$ cat config.mk
export PLATFORM = sky130hd
export DESIGN_NAME = wcount_window_fsm_flat
export DESIGN_NICKNAME = d
export VERILOG_FILES = /design/src/rtl/wcount_window_fsm_pkg.sv /design/src/rtl/wcount_window_fsm_if.sv /design/src/rtl/wcount_window_fsm_win_acc.sv /design/src/rtl/wcount_window_fsm.sv /design/src/flat_wrapper.sv
export SDC_FILE = /design/constraint.sdc
export NUM_CORES = 1
export LEC_CHECK = 0
export ABC_AREA = 1
export CAP_MARGIN = 25
export CORE_UTILIZATION = 48
export DETAILED_ROUTE_END_ITERATION = 10
export PLACE_DENSITY = 0.78
export SLEW_MARGIN = 20
export SYNTH_ARGS = -nofsm -noshare
export SYNTH_HDL_FRONTEND = slang
export SYNTH_HIERARCHICAL = 1
export SYNTH_SLANG_ARGS = --single-unit
$ cat constraint.sdc
create_clock -name clk -period 1.7 [get_ports clk]
set_input_delay 0.34 -clock clk [delete_from_list [all_inputs] [get_ports clk]]
set_output_delay 0.34 -clock clk [all_outputs]
set_load 0.02 [all_outputs]
$ cat src/rtl/wcount_window_fsm_pkg.sv
// Shared types and the window compare rule for the wcount window monitor.
package wcount_pkg;

  typedef enum logic {
    ST_IDLE = 1'b0,
    ST_RUN  = 1'b1
  } state_e;

  typedef enum logic [1:0] {
    MODE_EQ  = 2'b00,
    MODE_GE  = 2'b01,
    MODE_LE  = 2'b10,
    MODE_RSV = 2'b11
  } mode_e;

  localparam int unsigned MatchCntW = 16;

  // Callers zero-extend cnt and tgt from CNT_W bits, so the result matches a CNT_W-bit compare.
  function automatic logic cnt_match(input logic [15:0] cnt, input logic [15:0] tgt,
                                     input logic [1:0] mode);
    logic m;
    case (mode)
      MODE_GE: m = (cnt >= tgt);
      MODE_LE: m = (cnt <= tgt);
      default: m = (cnt == tgt);  // MODE_RSV falls back to exact
    endcase
    return m;
  endfunction

endpackage

$ cat src/rtl/wcount_window_fsm_if.sv
// Bus bundle for wcount_window_fsm. WCOUNT_MATCH_CNT_EN adds match_cnt.
interface wcount_window_fsm_if #(
  parameter int unsigned WINDOW = 3
);
  localparam int unsigned CNT_W = $clog2(WINDOW + 1);

  logic             s;
  logic             w;
  logic [1:0]       mode;
  logic [CNT_W-1:0] target;
  logic             z;
  logic             busy;
  logic [CNT_W-1:0] last_cnt;
`ifdef WCOUNT_MATCH_CNT_EN
  logic [15:0]      match_cnt;

  modport master (output s, w, mode, target, input z, busy, last_cnt, match_cnt);
  modport slave  (input s, w, mode, target, output z, busy, last_cnt, match_cnt);
`else
  modport master (output s, w, mode, target, input z, busy, last_cnt);
  modport slave  (input s, w, mode, target, output z, busy, last_cnt);
`endif

endinterface

$ cat src/rtl/wcount_window_fsm_win_acc.sv
// Window accumulator: tracks sample position and ones count within the current window.
module wcount_win_acc #(
  parameter int unsigned WINDOW = 3,
  parameter int unsigned CNT_W  = $clog2(WINDOW + 1)
) (
  input  logic             clk,
  input  logic             reset,
  input  logic             clear_i,     // start of a run: restart at window position 0
  input  logic             run_i,       // sample w_i this cycle
  input  logic             w_i,
  output logic             boundary_o,  // this cycle holds the last sample of a window
  output logic [CNT_W-1:0] cnt_o        // ones in the window including this cycle's sample
);

  localparam int unsigned IdxW = (WINDOW > 1) ? $clog2(WINDOW) : 1;
  localparam logic [IdxW-1:0] IdxLast = IdxW'(WINDOW - 1);

  logic [IdxW-1:0]  idx_d, idx_q;
  logic [CNT_W-1:0] ones_d, ones_q;

  assign cnt_o      = ones_q + CNT_W'(w_i);
  assign boundary_o = run_i && (idx_q == IdxLast);

  // Advance position and count; wrap both to zero after the last sample.
  always_comb begin
    idx_d  = idx_q;
    ones_d = ones_q;
    if (clear_i) begin
      idx_d  = '0;
      ones_d = '0;
    end else if (run_i) begin
      if (idx_q == IdxLast) begin
        idx_d  = '0;
        ones_d = '0;
      end else begin
        idx_d  = idx_q + IdxW'(1);
        ones_d = cnt_o;
      end
    end
  end

  // Position/count state with synchronous reset.
  always_ff @(posedge clk) begin
    if (reset) begin
      idx_q  <= '0;
      ones_q <= '0;
    end else begin
      idx_q  <= idx_d;
      ones_q <= ones_d;
    end
  end

endmodule

$ cat src/rtl/wcount_window_fsm.sv
// Windowed ones-count monitor: after a start strobe, checks each WINDOW-sample
// window of w against a runtime compare and flags z for one cycle on a match.
// Optional macro WCOUNT_MATCH_CNT_EN adds a saturating 16-bit count of matching windows.
module wcount_window_fsm
  import wcount_pkg::*;
#(
  parameter int unsigned WINDOW = 3,
  parameter int unsigned CNT_W  = $clog2(WINDOW + 1)
) (
  input logic               clk,
  input logic               reset,
  wcount_window_fsm_if.slave bus
);

  state_e           state_d, state_q;
  logic [1:0]       mode_d, mode_q;
  logic [CNT_W-1:0] tgt_d, tgt_q;
  logic [CNT_W-1:0] last_cnt_d, last_cnt_q;
  logic             z_d, z_q;
  logic             busy_d, busy_q;
  logic             start;
  logic             boundary;
  logic [CNT_W-1:0] win_cnt;

  assign start = (state_q == ST_IDLE) && bus.s;

  wcount_win_acc #(
    .WINDOW (WINDOW),
    .CNT_W  (CNT_W)
  ) u_win_acc (
    .clk        (clk),
    .reset      (reset),
    .clear_i    (start),
    .run_i      (state_q == ST_RUN),
    .w_i        (bus.w),
    .boundary_o (boundary),
    .cnt_o      (win_cnt)
  );

  // FSM, compare-parameter latching and window result registers.
  always_comb begin
    state_d    = state_q;
    mode_d     = mode_q;
    tgt_d      = tgt_q;
    last_cnt_d = last_cnt_q;
    z_d        = 1'b0;
    if (start) begin
      state_d = ST_RUN;
      mode_d  = bus.mode;
      tgt_d   = bus.target;
    end else if (boundary) begin
      last_cnt_d = win_cnt;
      z_d        = cnt_match(16'(win_cnt), 16'(tgt_q), mode_q);
      // Parameters for the window that begins next cycle
      mode_d     = bus.mode;
      tgt_d      = bus.target;
    end
    busy_d = (state_d == ST_RUN);
  end

  // Control and result state with synchronous reset.
  always_ff @(posedge clk) begin
    if (reset) begin
      state_q    <= ST_IDLE;
      mode_q     <= '0;
      tgt_q      <= '0;
      last_cnt_q <= '0;
      z_q        <= 1'b0;
      busy_q     <= 1'b0;
    end else begin
      state_q    <= state_d;
      mode_q     <= mode_d;
      tgt_q      <= tgt_d;
      last_cnt_q <= last_cnt_d;
      z_q        <= z_d;
      busy_q     <= busy_d;
    end
  end

  assign bus.z        = z_q;
  assign bus.busy     = busy_q;
  assign bus.last_cnt = last_cnt_q;

`ifdef WCOUNT_MATCH_CNT_EN
  logic [MatchCntW-1:0] match_cnt_d, match_cnt_q;

  // Saturating count of matching windows, bumped on the edge that raises z.
  always_comb begin
    match_cnt_d = match_cnt_q;
    if (z_d && (match_cnt_q != '1)) begin
      match_cnt_d = match_cnt_q + MatchCntW'(1);
    end
  end

  // Match counter register with synchronous reset.
  always_ff @(posedge clk) begin
    if (reset) begin
      match_cnt_q <= '0;
    end else begin
      match_cnt_q <= match_cnt_d;
    end
  end

  assign bus.match_cnt = match_cnt_q;
`endif

endmodule
$ cat src/flat_wrapper.sv
// flat-port wrapper written by rule: the top's interface ports become plain ports
module wcount_window_fsm_flat import wcount_pkg::*;
#(
  parameter int unsigned WINDOW = 3,
  parameter int unsigned CNT_W  = $clog2(WINDOW + 1)
)
  (clk, reset, bus_s, bus_w, bus_mode, bus_target, bus_z, bus_busy, bus_last_cnt);
  wcount_window_fsm_if #(.WINDOW(WINDOW)) bus_i ();
  input logic clk;
  input logic reset;
  input wire logic [$bits(bus_i.s)-1:0] bus_s;
  input wire logic [$bits(bus_i.w)-1:0] bus_w;
  input wire logic [$bits(bus_i.mode)-1:0] bus_mode;
  input wire logic [$bits(bus_i.target)-1:0] bus_target;
  output wire logic [$bits(bus_i.z)-1:0] bus_z;
  output wire logic [$bits(bus_i.busy)-1:0] bus_busy;
  output wire logic [$bits(bus_i.last_cnt)-1:0] bus_last_cnt;
  assign bus_i.s = bus_s;
  assign bus_i.w = bus_w;
  assign bus_i.mode = bus_mode;
  assign bus_i.target = bus_target;
  assign bus_z = bus_i.z;
  assign bus_busy = bus_i.busy;
  assign bus_last_cnt = bus_i.last_cnt;
  wcount_window_fsm #(.WINDOW(WINDOW), .CNT_W(CNT_W)) u_core (.clk(clk), .reset(reset), .bus(bus_i));
endmodule
==> flow_summary.toml <==
[place]
place_ws_ps = -243
gp_congestion = 0.756
place_area_um2 = 788
hpwl_um = 816
io_buffer_count = 11
place_inst = 116

[min_path]
holdPathEnd = "u_core/bus.last_cnt[1]$_SDFFE_PP0P_"
hold_path_depth = 2
hold_start = "u_core/bus.last_cnt[1]$_SDFFE_PP0P_"
hp-class = "flop to flop"

[critical_path]
crit_path_end_kind = "flop"
cp.required_ps = 1910
path_class = "primary input to flop"
cp-start-kind = "primary input"
worst_path_max_delay_cell = "clkdlybuf4s50_1"
reg2reg_slack_ps = 240
reg2reg_depth = 10
arrival_ps = 1830
crit_chain = "clkdlybuf4s50_1, ha_4, inv_1, nand2_1, nand2_2, ha_4, nand2_1, nand2_1, a21oi_1, nor2_1, nor2_1"
path_buf_inv = 2
r2r-start = "u_core/u_win_acc/ones_q[0]$_SDFFE_PP0P_"
max_stage_delay_ps = 500
r2r_end = "u_core/bus.z$_SDFF_PP0_"
cp_common_cell = "nand2_1"
cp_max_fo = 2
critical-path-top-delay-family = "buffers and inverters"

[sta]
timing.fmax_ghz = 0.616
fin_crit_sh = 0.954
fin_crit_ps = 1620
worstMarginPinSlew_ps = 455
worst_slack_ps = 77.5
final-max-slew-violation-count = 0
max_slew_margin = 0.694
setup_viol = 0
hold_viol = 0
fin_worst_skew_ps = 5.78
rsz0062_at_grt = "false"

[floorplan]
start_util = 0.543
rows = 12
ios = 12
dieWidth_um = 38.4
die_y_um = 38.4
die_area_um2 = 1470
fp.coreArea_um2 = 1170

[global_route]
grt_util_met2 = 0.271
met1_usage = 0.219
grt-ovfl-total = 0
grt.met3_usage = 0.0523
grt_start_max_net_pins = 7
antenna_found_initial = 0
grt_pass1_vias = 444
grt_pass1_wl_um = 1710
busiest_layer = "met2"
grt_usage = 0.177

[layout]
drive_above_1_share = 0.238
fin_cells = 119
area_growth_pct = 32.7
final_core_util = 0.720
final_area_um2 = 843
num_antenna_cells = 0
final_nets = 120

[detailed_routing]
drtIter0Drc = 15
via_per_inst = 4.79
vias = 570
route.final.wire_length_um = 1150
drtPass1Iterations = 5
wl_per_cell_um = 9.63
ant_nets = 0
remaining_drc_errors = 0

[synthesis]
synth_area_um2 = 636
ys_warn_count = 6
synth_edf_count = 0
synth_seq_cells = 12
seq_area_frac_synth = 0.378
netlist-cell-type-count = 15
synth.avg_cell_area_um2 = 7.22
synth_ff_type = "dfxtp_1"
async_flop_share = 0
syn_inst = 88
syn_nets = 101

[flow_run]
max-cap-violations = 0

[clock_network]
clk_pin_slew_ps = 80
cts.path.max_buffers = 2
cts-htree-levels = 1
numCtsBuffers = 3
clock_tree.root_cell = "clkbuf_4"
clock_latency_ps = 270
clock-sinks = 12
cts_tree = "built"
postCtsSetupBuffers = 0

[power]
powerDensity_nw_per_um2 = 701
cellLeakagePower_nw = 0.365
peakVddDrop_v = 0.000584

[run_status]
outcome = "finished, final reports clean"
[how the worst max path moves through the flow]
stage                                       startpoint                                  end  cells past startpoint
after floorplan           u_core/bus.busy$_SDFFE_PP0P_  u_core/bus.last_cnt[1]$_SDFFE_PP0P_                      6
after CTS                 u_core/bus.busy$_SDFFE_PP0P_                             bus_busy                      1
after detailed placement                         bus_w              u_core/bus.z$_SDFF_PP0_                     12
final                                            bus_w              u_core/bus.z$_SDFF_PP0_                     11
after global placement                           bus_w              u_core/bus.z$_SDFF_PP0_                     12
after global routing                             bus_w              u_core/bus.z$_SDFF_PP0_                     11
[where the power goes]
part	switching, mW	total (mW)	internal [mW]	leakage, nW
Sequential	0.00925	0.301	0.292	0.0979
Clock	0.0909	0.173	0.0818	0.0138
Combinational	0.0609	0.117	0.0562	0.253
[registers in the layout (all words and copies together), names as in the netlist]
signal                   count
u_core/bus.last_cnt          2
u_core/u_win_acc/idx_q       2
u_core/tgt_q                 2
u_core/mode_q                2
u_core/bus.z                 1
u_core/bus.busy              1
u_core/u_win_acc/ones_q      2
[worst register-to-register path, delay by kind of cell (launching register included)]
| family | cells | cell delay [ps] |
|---|---|---|
| compound gates | 1 | 170 |
| simple gates | 6 | 420 |
| fa+ha+maj | 2 | 380 |
| buf+inv | 1 | 30 |
| flops | 1 | 390 |
[logic make-up after synthesis]
logic type,count (synthesis),share of synthesized area
AO/OA/AOI/OAI,13,0.144
adder cells (fa/ha/maj),5,0.0984
buffers and inverters,17,0.102
flip-flops,12,0.378
AND/OR/NAND/NOR,41,0.278
[area by class of cell]
class | count | area, um^2
clock buffers | 3 | 22.5
fillers | 97 | 328
repair buffers | 15 | 143
multi-input cells | 59 | 360
inverters | 16 | 60.1
well taps | 14 | 17.5
flip-flops and latches | 12 | 240
[Yosys cell counts (2+ instances only)]
cell / count / share of area
inv_1: 13 / 0.077
nor2_4: 2 / 0.035
dfxtp_1: 12 / 0.38
ha_1: 5 / 0.098
a21oi_2: 6 / 0.083
inv_2: 3 / 0.018
a21oi_1: 5 / 0.039
nand2_1: 28 / 0.17
nand2_2: 2 / 0.020
nor2_1: 7 / 0.041
[cells in the final DEF (no fill, tap or decap)]
cell             netlist  routed
a21oi_1                5       5
a21oi_2                6       6
buf_4                  0       4
clkbuf_4               0       3
clkdlybuf4s50_1        0      10
dfxtp_1               12      12
dlymetal6s2s_1         0       1
ha_1                   5       3
ha_4                   0       2
inv_1                 13      13
inv_2                  3       3
nand2_1               28      26
nand2_2                2       4
nand3_1                1       1
nor2_1                 7       7
nor2_4                 2       2
nor3_1                 1       1
o21ai_0                1       1
o21ai_2                1       1
[per-layer routing]
layer | vias to the layer above | wire (um)
met5 | - | 0
met4 | 0 | 16
met3 | 2 | 42
met2 | 13 | 552
met1 | 250 | 536
li1 | 305 | -
[through the flow]
step | TNS (ps) | hold WS (ps) | total power [mW]
final | 0 | 471 | 0.591
after global placement | -188 | 453 | 0.413
after floorplan | 0 | 455 | 0.375
after detailed placement | -243 | 456 | 0.415
after global routing | 0 | 481 | 0.628
after CTS | 0 | 468 | 0.588
[what timing repair did]
action,in CTS,in global routing
endpoints found under the setup margin,0,2
hold buffers,0,0
resized for setup,0,6
No activity file was read; power rests on OpenSTA's default activity.
